### config.mk
export PLATFORM = sky130hd
export DESIGN_NAME = march_sequencer
export DESIGN_NICKNAME = d
export VERILOG_FILES = /design/src/rtl/march_sequencer.sv
export SDC_FILE = /design/constraint.sdc
export NUM_CORES = 1
export LEC_CHECK = 0
export CORE_UTILIZATION = 40
export DETAILED_ROUTE_END_ITERATION = 7
export GPL_TIMING_DRIVEN = 0
export HOLD_SLACK_MARGIN = 0.12
export PLACE_DENSITY = 0.67
export SLEW_MARGIN = 0
export SYNTH_ARGS = -nofsm -noshare
export SYNTH_HDL_FRONTEND = slang
export SYNTH_SLANG_ARGS = --single-unit
### constraint.sdc
create_clock -name clk -period 7.2 [get_ports clk]
set_input_delay 1.08 -clock clk [delete_from_list [all_inputs] [get_ports clk]]
set_output_delay 1.08 -clock clk [all_outputs]
set_load 0.01 [all_outputs]
### src/rtl/march_sequencer.sv
// march_sequencer: programmable March-test sequencer issuing one memory op per cycle.
// Ports:
//   clk, rst                   clock and asynchronous active-high reset
//   i_start                    start request, sampled only in IDLE
//   i_abort                    terminates the running test (no o_done)
//   i_hold                     pauses the sequence: NOP issued, counters frozen
//   i_num_elem                 number of March elements minus 1
//   i_prog                     element program, element k at bits [12k+11:12k]
//   i_bg                       data background
//   o_op_cmd                   0 NOP, 1 WRITE, 2 READ
//   o_addr_x, o_addr_y         current address (X fast, Y slow)
//   o_data                     write/expect data for the current op
//   o_mbist_run                high while the test is running (including holds)
//   o_done                     one-cycle completion pulse
module march_sequencer #(
    parameter int ADDR_X   = 2,
    parameter int ADDR_Y   = 2,
    parameter int BG_DATA  = 4,
    parameter int MAX_ELEM = 8
) (
    input  logic                        clk,
    input  logic                        rst,
    input  logic                        i_start,
    input  logic                        i_abort,
    input  logic                        i_hold,
    input  logic [$clog2(MAX_ELEM)-1:0] i_num_elem,
    input  logic [12*MAX_ELEM-1:0]      i_prog,
    input  logic [BG_DATA-1:0]          i_bg,
    output logic [1:0]                  o_op_cmd,
    output logic [ADDR_X-1:0]           o_addr_x,
    output logic [ADDR_Y-1:0]           o_addr_y,
    output logic [BG_DATA-1:0]          o_data,
    output logic                        o_mbist_run,
    output logic                        o_done
);
    localparam int EW = $clog2(MAX_ELEM);
    localparam logic [1:0] S_IDLE = 2'd0;
    localparam logic [1:0] S_RUN  = 2'd1;
    localparam logic [1:0] S_DONE = 2'd2;

    logic [1:0]             r_state;
    logic [12*MAX_ELEM-1:0] r_prog;
    logic [EW-1:0]          r_num_elem;
    logic [BG_DATA-1:0]     r_bg;
    logic [EW-1:0]          r_elem;
    logic [1:0]             r_op;
    logic [ADDR_X-1:0]      r_x;
    logic [ADDR_Y-1:0]      r_y;

    logic [1:0] w_cnt;
    logic       w_dir;
    logic [1:0] w_code;
    logic       w_nxt_dir;
    logic       w_last_op;
    logic       w_x_wrap;
    logic       w_last_addr;

    // Fields of the element currently executing, read straight from the latched program
    assign w_cnt     = r_prog[12*int'(r_elem) +: 2];
    assign w_dir     = r_prog[12*int'(r_elem) + 2];
    assign w_code    = r_prog[12*int'(r_elem) + 4 + 2*int'(r_op) +: 2];
    assign w_nxt_dir = r_prog[12*int'(r_elem + EW'(1)) + 2];
    assign w_last_op = r_op == w_cnt;
    // X wraps at all-ones going up and at zero going down; Y steps only on an X wrap
    assign w_x_wrap    = w_dir ? (r_x == '0) : (r_x == '1);
    assign w_last_addr = w_x_wrap && (w_dir ? (r_y == '0) : (r_y == '1));

    always_ff @(posedge clk or posedge rst) begin
        if (rst) begin
            r_state    <= S_IDLE;
            r_prog     <= '0;
            r_num_elem <= '0;
            r_bg       <= '0;
            r_elem     <= '0;
            r_op       <= '0;
            r_x        <= '0;
            r_y        <= '0;
        end else if (r_state == S_IDLE) begin
            if (i_start) begin
                r_state    <= S_RUN;
                r_prog     <= i_prog;
                r_num_elem <= i_num_elem;
                r_bg       <= i_bg;
                r_elem     <= '0;
                r_op       <= '0;
                r_x        <= {ADDR_X{i_prog[2]}};
                r_y        <= {ADDR_Y{i_prog[2]}};
            end
        end else if (r_state == S_DONE) begin
            r_state <= S_IDLE;
        end else if (i_abort) begin
            r_state <= S_IDLE;
        end else if (!i_hold) begin
            if (!w_last_op) begin
                r_op <= r_op + 2'd1;
            end else begin
                r_op <= '0;
                if (!w_last_addr) begin
                    r_x <= w_dir ? r_x - ADDR_X'(1) : r_x + ADDR_X'(1);
                    if (w_x_wrap)
                        r_y <= w_dir ? r_y - ADDR_Y'(1) : r_y + ADDR_Y'(1);
                end else if (r_elem == r_num_elem) begin
                    r_state <= S_DONE;
                end else begin
                    r_elem <= r_elem + EW'(1);
                    r_x    <= {ADDR_X{w_nxt_dir}};
                    r_y    <= {ADDR_Y{w_nxt_dir}};
                end
            end
        end
    end

    // Op code bit 1 selects READ, bit 0 selects the inverted background
    assign o_op_cmd    = (r_state == S_RUN && !i_hold) ? (w_code[1] ? 2'd2 : 2'd1) : 2'd0;
    assign o_addr_x    = r_x;
    assign o_addr_y    = r_y;
    assign o_data      = w_code[0] ? ~r_bg : r_bg;
    assign o_mbist_run = r_state == S_RUN;
    assign o_done      = r_state == S_DONE;
endmodule

# Yosys cells after proc, flatten, opt, wreduce, memory -nomap -nowiden
# Cells that the tools add are included.
[word_totals] ff_bits=114 inputBits=108 output_inout_bits=12
[op_classes] add_sub_neg=11 mul=2 magnitude_cmp=2 n_eq_ne=13 shifts=2 muxes=50 bitwise_logic=1 reduce_logical=18
[op_table] operator="$shiftx A96 B10 Y2" count=1
[op_table] operator="$shiftx A96 B32 Y2" count=1
[op_table] operator="$mux W2" count=33
[op_table] operator="$add A32 B3 Y32 const B" count=1
[op_table] operator="$lt A32 B9 Y1 const B" count=1
[op_table] operator="$mux W3" count=8
[op_table] operator="$bmux W1 S7" count=2
[op_table] operator="$reduce_and A7 Y1" count=2
[op_table] operator="$reduce_bool A4 Y1" count=3
[op_table] operator="$add A8 B2 Y9 const B" count=1
[op_table] operator="$add A8 B3 Y9" count=1
[op_table] operator="$lt A9 B8 Y1 const B" count=1
[op_table] operator="$add A7 B3 Y8 const B" count=1
[op_table] operator="$add A2 B1 Y2 const B" count=3
[op_table] operator="$eq A2 B2 Y1 const B" count=3
[op_table] operator="$logic_not A2 Y1" count=3
[op_table] operator="$mul A2 B4 Y6 const A" count=1
[op_table] operator="$mux W1" count=6
[op_table] operator="$ne A2 B1 Y1 const B" count=3
[op_table] operator="$reduce_and A6 Y1" count=1
[op_table] operator="$mul A2 B3 Y5 const A" count=1
[op_table] operator="$reduce_and A5 Y1" count=1
[op_table] operator="$add A3 B1 Y4 const B" count=1
[op_table] operator="$mux W4" count=1
[op_table] operator="other kinds (15)" count=19

# Depth between registers and ports, before layout
# Gate-level depths: netlist of the first run.
[logic_depth] depth_word=13 depth_mapped=15 mapped_depth_nobuf=11

# Worst setup path after synthesis of the first run
# OpenSTA, ideal clock, no wires.
[synth_timing] path_kind="reg2out" startpoint="register r_elem[0]" endpoint="output o_data[0]" t_arrival_ns=3.511 slack_ns=2.609 stages_incl_launch_ff=16 cell_sequence="dfrtp_1 buf_6 buf_4 inv_2 ha_1 buf_2 inv_1 ha_1 buf_1 mux4_2 mux2_2 nand2_1 o21ai_1 and2_1 buf_2 xor2_1"
[synth_via] elab_chain_len=5
[synth_rtl] element="start: declaration" line_no="45" text="logic [EW-1:0] r_elem;"
[synth_rtl] element="start signal: assignment" line_no="105" text="r_elem <= r_elem + EW'(1);"
[synth_rtl] element="$mul A2 B3 Y5" line_no="61" text="assign w_code = r_prog[12*int'(r_elem) + 4 + 2*int'(r_op) +: 2];"
[synth_rtl] element="$add A7 B3 Y8" line_no="61"
[synth_rtl] element="$add A8 B3 Y9" line_no="61"
[synth_rtl] element="$shiftx A96 B10 Y2" line_no="61"
[synth_rtl] element="$mux W4" line_no="117" text="assign o_data = w_code[0] ? ~r_bg : r_bg;"
[synth_rtl] element="end: declaration" line_no="32" text="output logic [BG_DATA-1:0] o_data,"
# No other way between the ends.

# Worst setup path after layout of the first run
[layout_timing] startpoint="register r_elem[0]" endpoint="output o_op_cmd[0]"
[layout_via] elab_chain_len=6
[layout_rtl] element="$mul A2 B3 Y5" line_no="61"
[layout_rtl] element="$add A7 B3 Y8" line_no="61"
[layout_rtl] element="$add A8 B3 Y9" line_no="61"
[layout_rtl] element="$shiftx A96 B10 Y2" line_no="61"
[layout_rtl] element="$mux W2 (2 in a row)" line_no="114" text="assign o_op_cmd = (r_state == S_RUN && !i_hold) ? (w_code[1] ? 2'd2 : 2'd1) : 2'd0;"
[layout_rtl] element="end: declaration" line_no="29" text="output logic [1:0] o_op_cmd,"
# No other way between the ends.

==> qor.csv, run 1 <==
stage,metric,value,unit
timing,max_freq,0.163,GHz
detailed_routing,wl_per_cell,16.9,µm
timing,final.min_clock_period,6.13,ns
yosys,ys_async_sr_fraction,1.00,
yosys,syn-num-nets,770,
run_status,status,"complete, no violations",
die,die_y,127,µm
yosys,synth-edff-count,0,
global_routing,grt_pass1_wl,27500,µm
yosys,synth.cell_area,6270,µm²
setup_path,cp_cell_sequence,buf_6 -> buf_4 -> inv_2 -> ha_1 -> clkbuf_1 -> buf_2 -> buf_2 -> mux4_2 -> mux4_2 -> mux2_2 -> nand2_1 -> o21ai_1 -> a21oi_1 -> clkdlybuf4s50_1,
layout,final_cells,1014,
die,io_pins,120,
setup_path,arrival,5.05,ns
detailed_routing,vias,5185,
die,die_area,16200,µm²
power,switching_share,0.367,
yosys,netlist_instances,651,
clock_tree,cts_hold_buffers,0,
clock_tree,clkLatencyLatePin,0.42,ns
detailed_routing,drc,0,
setup_path,required,6.12,ns
layout,layout-drive-gt1-share,0.123,
detailed_routing,dr.pass1.iters,4,
setup_path,critPathMaxFanout,10,
yosys,syn_area_per_cell,9.64,µm²
setup_path,crit_type,reg -> out,
clock_tree,cts_sinks,114,
timing,clock_skew,0.00740,ns
global_routing,antenna_found_initial,0,
global_routing,grt.total_usage,0.226,
setup_path,max_stage_delay,0.55,ns
power,p_leak,3.88,nW
layout,fin_nets,909,
layout,fillers,1359,
die,start_util,0.411,
yosys,synth_cell_types,52,
clock_tree,cts-resized-gates,0,
flow_run,drv_cap,0,
power,power_frac_comb,0.498,
setup_path,crit_path_start_kind,flop,
timing,setup_tns,0,ns
place,port_buffers,119,
setup_path,slowest_stage,clkdlybuf4s50_1,
global_routing,grt_pass1_vias,5322,
place,gp_congestion,0.850,
power,peakVddDrop,0.210,mV
yosys,ys_ff_latch,114,
die,row_count,45,
layout,syn_to_final_growth,33.4,%
yosys,synth_top_area_cell,dfrtp_1,
layout,ff_latch_area,2850,µm²
power,total_power,0.00359,W
power,p_clk_frac,0.242,
clock_tree,cts-root-buf,clkbuf_16,
yosys,synthTopCellsByArea,"dfrtp_1 (45%), nand2_1 (19%), mux4_2 (15%)",
timing,setup_viol,0,
clock_tree,max-clock-path-buffers,2,
layout,antenna_cells,0,
global_routing,grt_max_degree,75,
yosys,synth_flop_cell,dfrtp_1,
clock_tree,cts_max_level,4,
power,pwr_density_cell,429,nW/µm²
setup_path,endpoint_kind,output port,
power,power.internal,0.00227,W
yosys,synth_top_area_frac,0.455,
die,die_x,127,µm
clock_tree,postCtsSetupBuffers,0,
layout,final_util,0.549,
global_routing,grt-ovfl-total,0,
hold_path,hp-class,reg -> reg,
clock_tree,cts_tree,done,
timing,hold_violations,0,
detailed_routing,drt_wl_total,17200,µm
detailed_routing,detail-route-antenna-nets,0,
timing,hold_ws,0.470,ns
timing,drv_slew,0,
timing,maxSlewHeadroom,0.520,
clock_tree,clkSlewWorstSetupHoldPaths,0.05,ns
place,dp_hpwl,12800,µm
timing,tightest_slew,0.717,ns
die,fp.coreArea,15300,µm²
clock_tree,numCtsBuffers,17,
setup_path,critPathBufInv,7,
timing,finalCritPeriodShare,0.851,
setup_path,cp_top_family,buffers and inverters,
power,share_seq_of_total_power,0.259,
power,power_switching,0.00132,W
detailed_routing,drtIter0Drc,344,
setup_path,r2r_setup_slack,3.49,ns
detailed_routing,vias_per_cell,5.11,
layout,multi_input_area,3200,µm²
place,placed_cells,982,
yosys,synth_seq_area_share,0.455,
yosys,yosys_warnings,0,
timing,grt_setup_unrepaired,false,
placed cells by master (no fill, tap or decap), types with 5 or more instances in the layout:
cell type,synthesis,final
nand2_1,323,323
clkdlybuf4s50_1,0,119
dfrtp_1,114,114
mux4_2,41,41
clkbuf_1,25,26
clkbuf_16,0,17
nor2_1,13,13
xnor2_1,13,13
buf_2,10,10
inv_1,11,10
ha_1,9,9
mux2i_1,8,8
clkinvlp_4,0,7
nand3_1,6,6
xor2_1,6,6
a21oi_1,5,5
o21ai_1,5,5
cells by family (layout without fill, tap and decap cells):
kind of cell | after synthesis | in the layout | synth area share
AND/OR/NAND/NOR | 363 | 363 | 0.228
flip-flops | 114 | 114 | 0.455
multiplexers | 60 | 60 | 0.189
buffers and inverters | 52 | 204 | 0.0349
AO/OA/AOI/OAI | 32 | 32 | 0.0425
XOR/XNOR | 19 | 19 | 0.0265
adder cells (fa/ha/maj) | 11 | 11 | 0.0243
tightest hold or removal path: cells and delay by family, from the launching register on:
kind             cells  cell delay (ns)
DFF                  1             0.33
and+or+nand+nor      2             0.11
synth_stat cells (2+ instances only):
cell type / number
fa_1: 2
dfrtp_1: 114
buf_2: 10
mux2_2: 4
a21oi_1: 5
xor2_1: 6
o21ai_0: 2
clkbuf_1: 25
buf_1: 3
and2_1: 2
mux4_1: 4
nor2_1: 13
xnor2_1: 13
mux2_1: 3
nand3_1: 6
nor2b_1: 3
o211ai_1: 2
inv_1: 11
o21ai_1: 5
nand4_1: 2
mux4_2: 41
nand2_1: 323
ha_1: 9
and3_1: 2
nand2b_1: 4
mux2i_1: 8
a311oi_1: 3
or2_2: 2
per-stage QoR:
step / instance area, µm² / setup slack [ns]
final: 8370 / 1.07
after CTS: 8370 / 0.995
after floorplan: 6270 / 2.61
after detailed placement: 7760 / 1.44
after global routing: 8370 / 0.680
after global placement: 7730 / 1.47
metal layers:
layer  up-vias  share of wire  GRT usage
met2       176           0.48      0.371
met1      2550           0.45      0.302
li1       2443              -          -
met5         -              0          0
met4         0          0.014     0.0686
met3        16          0.055     0.0507
power groups by stage:
stage	sequential [W]	combinational (W)	clock, W
4_1_cts	0.000929	0.00180	0.000878
3_3_place_gp	0.000928	0.00177	0
2_1_floorplan	0.000892	0.00125	0
3_5_place_dp	0.000936	0.00179	0
5_1_grt	0.000950	0.00195	0.000910
6_report	0.000932	0.00179	0.000870
sequential cells by signal, indices dropped and copies added (netlist names):
signal,flops
o_addr_x,2
o_addr_y,2
r_bg,4
r_elem,3
r_num_elem,3
r_op,2
r_prog,96
r_state,2
layout make-up:
class / instances / share of cell area
Clock buffer: 20 / 0.0545
Multi-Input combinational cell: 485 / 0.383
Buffer: 40 / 0.0208
Inverter: 12 / 0.00568
Sequential cell: 114 / 0.341
Clock inverter: 12 / 0.0187
Timing Repair Buffer: 120 / 0.146
Tap cell: 211 / 0.0315
final timing paths:
kind / from / end / cells past startpoint
min in group asynchronous: rst / r_prog[23]$_DFFE_PP0P_ / 2
setup reg to reg: r_elem[0]$_DFFE_PP0P_ / o_addr_x[1]$_DFFE_PP0P_ / 14
max in group asynchronous: rst / r_num_elem[0]$_DFFE_PP0P_ / 3
hold reg to reg: r_prog[67]$_DFFE_PP0P_ / r_prog[67]$_DFFE_PP0P_ / 2
setup / recovery: r_elem[0]$_DFFE_PP0P_ / o_op_cmd[0] / 14
hold / removal: r_prog[67]$_DFFE_PP0P_ / r_prog[67]$_DFFE_PP0P_ / 2
Power figures use the tool's default switching activity.
==> run 2, diff against run 1 <==
Settings changed: CELL_PAD_IN_SITES_DETAIL_PLACEMENT set to 1, CELL_PAD_IN_SITES_GLOBAL_PLACEMENT set to 1, PLACE_DENSITY 0.67 to 0.83.
==> run 2 against run 1 <==
Cell area decreased by 0.12%. Global-route usage increased by 3.5 points. Sequential power increased by 0.5%. Clock skew decreased by 0.00060 ns. Die area unchanged. Utilization decreased by 0.066 points. Highest routed layer unchanged.
==> qor.csv, run 2 (same netlist as run 1, synthesis figures left out) <==
stage,metric,value,unit,change
clock_tree,postCtsSetupBuffers,0,,unchanged
timing,setup_viol,0,,unchanged
global_routing,grt_pass1_wl,31400,µm,+14%
run_status,status,"complete, no violations",,
die,die_y,127,µm,unchanged
global_routing,grt_pass1_vias,5876,,+10%
layout,fillers,1747,,+29%
die,io_pins,120,,unchanged
timing,setup_tns,0,ns,unchanged
power,total_power,0.00364,W,+1.2%
setup_path,max_stage_delay,0.62,ns,+0.07 ns
timing,grt_setup_unrepaired,false,,
setup_path,cp_cell_sequence,buf_6 -> buf_4 -> inv_2 -> ha_1 -> buf_2 -> inv_1 -> ha_1 -> buf_1 -> mux4_2 -> mux2_2 -> nand2_1 -> o21ai_1 -> and2_1 -> buf_2 -> xor2_1 -> clkdlybuf4s50_1,,
setup_path,endpoint_kind,output port,,
detailed_routing,vias_per_cell,5.29,,+3.5%
detailed_routing,drt-met1-wl,8070,µm,+4.5%
timing,max_freq,0.161,GHz,-1.1%
setup_path,r2r_setup_slack,3.48,ns,about the same
place,dp_hpwl,14300,µm,+12%
global_routing,grt.total_usage,0.261,,+0.0349
detailed_routing,drt_wl_total,19500,µm,+13%
global_routing,antenna_found_initial,0,,unchanged
timing,clock_skew,0.00680,ns,-0.000598 ns
setup_path,crit_path_start_kind,flop,,
clock_tree,clkSlewWorstSetupHoldPaths,0.05,ns,about the same
clock_tree,cts-resized-gates,0,,unchanged
layout,fin_nets,909,,unchanged
clock_tree,clkLatencyLatePin,0.42,ns,about the same
detailed_routing,detail-route-antenna-nets,0,,unchanged
layout,final_common_cell,nand2_1,,
global_routing,grt_max_degree,64,,-15%
detailed_routing,vias,5367,,+3.5%
setup_path,worst_r2r_endpoint,o_addr_x[1]$_DFFE_PP0P_,,
power,p_leak,3.89,nW,about the same
clock_tree,cts_hold_buffers,0,,unchanged
layout,ff_latch_area,2850,µm²,unchanged
layout,final_cell_mix,"nand2_1 (323), clkdlybuf4s50_1 (119), dfrtp_1 (114)",,
hold_path,min_to,r_prog[33]$_DFFE_PP0P_,,
clock_tree,max-clock-path-buffers,2,,unchanged
layout,top_register,r_prog,,
detailed_routing,drc,0,,unchanged
detailed_routing,wl_per_cell,19.2,µm,+13%
power,peakVddDrop,0.257,mV,+23%
hold_path,holdPathStages,2,,unchanged
setup_path,crit_type,reg -> out,,
setup_path,arrival,5.11,ns,+0.06 ns
layout,antenna_cells,0,,unchanged
flow_run,drv_cap,0,,unchanged
clock_tree,cts-root-buf,clkbuf_16,,
setup_path,r2r_cells,14,,unchanged
setup_path,required,6.12,ns,about the same
timing,finalCritPeriodShare,0.860,,+0.00941
setup_path,worstReg2RegStart,r_elem[0]$_DFFE_PP0P_,,
detailed_routing,wl_met3,943,µm,-0.63%
timing,tightest_slew,0.712,ns,-0.00453 ns
die,fp.coreArea,15300,µm²,unchanged
timing,drv_slew,0,,unchanged
hold_path,hp-class,reg -> reg,,
clock_tree,cts_max_level,4,,unchanged
clock_tree,cts_sinks,114,,unchanged
layout,top_regs,"r_prog x96, r_bg x4",,
global_routing,grt-ovfl-total,0,,unchanged
setup_path,slowest_stage,mux4_2,,
detailed_routing,dr.pass1.iters,6,,+2
setup_path,critPathMaxFanout,10,,unchanged
detailed_routing,wl_met2,10100,µm,+22%
timing,maxSlewHeadroom,0.525,,+0.00479
layout,syn_to_final_growth,33.3,%,
clock_tree,cts_tree,done,,
detailed_routing,top_layer,met4,,
detailed_routing,drtIter0Drc,280,,-19%
layout,largest_reg_flops,96,,unchanged
timing,final.min_clock_period,6.19,ns,+0.0677 ns
hold_path,hp-start,r_prog[33]$_DFFE_PP0P_,,
place,port_buffers,119,,unchanged
die,start_util,0.411,,unchanged
place,gp_congestion,0.842,,-0.94%
die,row_count,45,,unchanged
die,die_area,16200,µm²,unchanged
timing,hold_violations,0,,unchanged
clock_tree,numCtsBuffers,17,,unchanged
power,pwr_density_cell,435,nW/µm²,+1.4%
layout,layout-drive-gt1-share,0.125,,+0.00125
die,die_x,127,µm,unchanged
layout,multi_input_area,3200,µm²,unchanged
## run 2: final cells by class
cell class	instances	share of cell area
tap	211	0.0316
sequential	114	0.341
multi-input combinational	485	0.383
clock inverter	14	0.0196
inverter	12	0.00569
buffer	40	0.0208
timing repair buffer	120	0.146
clock buffer	18	0.0525
## run 2: worst max-delay path by stage
stage / from / endpoint / slack (ns) / depth (start not counted)
2_1_floorplan: r_elem[0]$_DFFE_PP0P_ / o_data[0] / 2.61 / 15
3_3_place_gp: r_elem[0]$_DFFE_PP0P_ / o_data[3] / 1.47 / 16
3_5_place_dp: r_elem[0]$_DFFE_PP0P_ / o_data[2] / 1.40 / 16
4_1_cts: r_elem[0]$_DFFE_PP0P_ / o_data[2] / 0.92 / 16
5_1_grt: r_elem[0]$_DFFE_PP0P_ / o_data[2] / 0.66 / 16
6_report: r_elem[0]$_DFFE_PP0P_ / o_data[3] / 1.01 / 16
## run 2: critical path: cells and delay by family (launching register included)
family | cells | cell delay (ns)
AOI/OAI and AO/OA | 1 | 0.08
xor gates and xnor gates | 1 | 0.15
adders and majority gates | 2 | 0.71
buffers and inverters | 8 | 2.17
DFF | 1 | 0.43
muxes | 2 | 0.90
and+or+nand+nor | 2 | 0.23
## run 2: per-stage QoR
| stage | instance area, µm² | hold slack (ns) | std cells | setup slack [ns] | util |
|---|---|---|---|---|---|
| after detailed placement | 7760 | 0.462 | 982 | 1.40 | 0.509 |
| after floorplan | 6270 | 0.440 | 651 | 2.61 | - |
| after global placement | 7730 | 0.453 | 981 | 1.47 | 0.507 |
| final | 8360 | 0.474 | 1014 | 1.01 | 0.548 |
| after global routing | 8360 | 0.493 | 1014 | 0.656 | 0.548 |
| after CTS | 8360 | 0.476 | 1014 | 0.924 | 0.548 |
## run 2: power by group
group | internal, W | switching [W] | total [W]
clock | 0.000549 | 0.000314 | 0.000863
combinational | 0.000915 | 0.000921 | 0.00184
sequential | 0.000797 | 0.000140 | 0.000937
total | 0.00226 | 0.00137 | 0.00364
## run 2: routing by layer
metal  GRT usage  vias up
met5           0        -
met4      0.0938        0
met3      0.0536       26
met2       0.457      154
met1       0.320     2747
li1            -     2440
==> run 3, diff against run 2 <==
Settings changed: SLEW_MARGIN 0 to 20, TNS_END_PERCENT set to 1.
==> run 3 against run 2 <==
Combinational power hardly changed. Via count is 0.22% lower. First-iteration DRC count is 7.9% higher. Global-route usage is 0.42 points lower. Clock skew is 0.00083 ns lower. Cell count stayed put. Fmax is 0.14% higher. Clock power is 4.5% higher. Highest routed layer unchanged.
==> qor.csv, run 3 (same netlist as run 1, synthesis figures left out) <==
stage,metric,value,unit,change
layout,top_register,r_prog,,
setup_path,worst_r2r_endpoint,o_addr_x[1]$_DFFE_PP0P_,,
power,p_leak,3.92,nW,+0.84%
setup_path,critPathBufInv,8,,unchanged
clock_tree,cts_hold_buffers,0,,unchanged
setup_path,max_stage_delay,0.62,ns,about the same
clock_tree,cts_sinks,114,,unchanged
flow_run,drv_cap,0,,unchanged
timing,hold_violations,0,,unchanged
timing,final.min_clock_period,6.19,ns,-0.00851 ns
global_routing,grt-ovfl-total,0,,unchanged
detailed_routing,drt_wl_total,19300,µm,-0.91%
clock_tree,clkLatencyLatePin,0.42,ns,about the same
die,die_y,127,µm,unchanged
power,power.internal,0.00231,W,+2.3%
hold_path,holdPathStages,2,,unchanged
die,die_area,16200,µm²,unchanged
setup_path,arrival,5.11,ns,about the same
run_status,status,"complete, no violations",,
global_routing,grt_max_degree,64,,unchanged
detailed_routing,drtIter0Drc,302,,+7.9%
die,die_x,127,µm,unchanged
power,pwr_density_cell,437,nW/µm²,+0.59%
clock_tree,numCtsBuffers,17,,unchanged
timing,finalCritPeriodShare,0.859,,-0.00118
setup_path,cp_cell_sequence,buf_6 -> buf_4 -> inv_2 -> ha_1 -> buf_2 -> inv_1 -> ha_1 -> buf_1 -> mux4_2 -> mux2_2 -> nand2_1 -> o21ai_1 -> and2_1 -> buf_2 -> xor2_1 -> clkdlybuf4s50_1,,
hold_path,hp-start,r_prog[33]$_DFFE_PP0P_,,
setup_path,worstReg2RegStart,r_elem[0]$_DFFE_PP0P_,,
layout,antenna_cells,0,,unchanged
setup_path,cp_top_family,buffers and inverters,,
clock_tree,postCtsSetupBuffers,0,,unchanged
setup_path,slowest_stage,mux4_2,,
timing,clock_skew,0.00598,ns,-0.000826 ns
layout,fillers,1707,,-2.3%
place,dp_hpwl,14300,µm,about the same
setup_path,required,6.12,ns,about the same
layout,syn_to_final_growth,33.7,%,
global_routing,antenna_found_initial,0,,unchanged
timing,drv_slew,0,,unchanged
timing,setup_viol,0,,unchanged
clock_tree,cts-resized-gates,0,,unchanged
setup_path,r2r_setup_slack,3.42,ns,-0.06 ns
clock_tree,clkSlewWorstSetupHoldPaths,0.05,ns,about the same
die,io_pins,120,,unchanged
die,row_count,45,,unchanged
clock_tree,cts_tree,done,,
hold_path,hp-class,reg -> reg,,
power,switching_share,0.369,,-0.00877
place,gp_congestion,0.842,,unchanged
power,power_frac_comb,0.499,,-0.006
place,placed_cells,982,,unchanged
detailed_routing,drc,0,,unchanged
layout,final_common_cell,nand2_1,,
timing,max_freq,0.162,GHz,+0.14%
place,port_buffers,119,,unchanged
die,start_util,0.411,,unchanged
die,fp.coreArea,15300,µm²,unchanged
detailed_routing,wl_per_cell,19.0,µm,-0.91%
detailed_routing,vias,5355,,-0.22%
detailed_routing,vias_per_cell,5.28,,-0.22%
setup_path,endpoint_kind,output port,,
clock_tree,cts_max_level,4,,unchanged
power,p_clk_frac,0.246,,+0.009
setup_path,crit_path_start_kind,flop,,
layout,final_cells,1014,,unchanged
detailed_routing,detail-route-antenna-nets,0,,unchanged
clock_tree,max-clock-path-buffers,2,,unchanged
setup_path,critPathMaxFanout,10,,unchanged
place,dp_slack,1.40,ns,-0.00517 ns
layout,top_regs,"r_prog x96, r_bg x4",,
timing,tightest_slew,0.834,ns,+0.122 ns
clock_tree,cts-root-buf,clkbuf_16,,
global_routing,grt_pass1_wl,31000,µm,-1.1%
layout,fin_nets,909,,unchanged
setup_path,crit_type,reg -> out,,
layout,largest_reg_flops,96,,unchanged
hold_path,min_to,r_prog[33]$_DFFE_PP0P_,,
layout,layout-drive-gt1-share,0.123,,-0.00125
timing,setup_tns,0,ns,unchanged
power,power_switching,0.00136,W,-1.4%
detailed_routing,dr.pass1.iters,4,,-2
power,peakVddDrop,0.254,mV,-1.5%
timing,fin_ws,1.01,ns,+0.00851 ns
power,share_seq_of_total_power,0.255,,-0.003
setup_path,r2r_cells,14,,unchanged
timing,maxSlewHeadroom,0.444,,-0.0811
timing,grt_setup_unrepaired,false,,
global_routing,grt_pass1_vias,5903,,+0.46%
global_routing,grt.total_usage,0.257,,-0.00420
layout,final_cell_mix,"nand2_1 (323), clkdlybuf4s50_1 (119), dfrtp_1 (114)",,
-- run 3: worst max path at each step --
stage	slack [ns]	startpoint	cells after the start	to
6_report	1.01	r_elem[0]$_DFFE_PP0P_	16	o_data[3]
5_1_grt	0.65	r_elem[0]$_DFFE_PP0P_	16	o_data[3]
4_1_cts	0.94	r_elem[0]$_DFFE_PP0P_	16	o_data[2]
3_5_place_dp	1.40	r_elem[0]$_DFFE_PP0P_	16	o_data[2]
3_3_place_gp	1.47	r_elem[0]$_DFFE_PP0P_	16	o_data[3]
2_1_floorplan	2.61	r_elem[0]$_DFFE_PP0P_	15	o_data[0]
-- run 3: metal layers --
metal  wire [µm]  share of wire  GRT usage  vias to the layer above
li1            -              -          -                     2442
met1        8290           0.43      0.314                     2721
met2        9760           0.51      0.447                      157
met3         775          0.040     0.0553                       35
met4         474          0.025     0.0980                        0
met5           0              0          0                        -
-- run 3: area by class of cell --
type,instances,area (µm²),area share
Timing Repair Buffer,120,1220,0.145
Tap cell,211,264,0.0315
Clock buffer,21,470,0.0561
Clock inverter,11,158,0.0188
Inverter,12,50.0,0.00596
Buffer,40,174,0.0207
Sequential cell,114,2850,0.340
Multi-Input combinational cell,485,3200,0.382
-- run 3: tightest hold or removal path: stages, from the launching register on --
cell and delay, ns:
dfrtp_1 0.34, nand2_1 0.05, nand2_1 0.05
-- run 3: power by group through the flow --
stage	Sequential, W	Clock, W	Combinational [W]
after floorplan	0.000892	0	0.00125
after global placement	0.000926	0	0.00177
after detailed placement	0.000939	0	0.00183
after CTS	0.000933	0.000910	0.00184
after global routing	0.000954	0.000939	0.00199
final	0.000936	0.000902	0.00183
-- run 3: metrics by stage --
| stage | cell area (µm²) | utilization | power, W | hold slack [ns] |
|---|---|---|---|---|
| after global routing | 8390 | 0.550 | 0.00388 | 0.493 |
| after CTS | 8390 | 0.550 | 0.00369 | 0.477 |
| final | 8390 | 0.550 | 0.00367 | 0.473 |
| after global placement | 7730 | 0.507 | 0.00269 | 0.453 |
| after detailed placement | 7760 | 0.509 | 0.00277 | 0.462 |
| after floorplan | 6270 | - | 0.00214 | 0.440 |
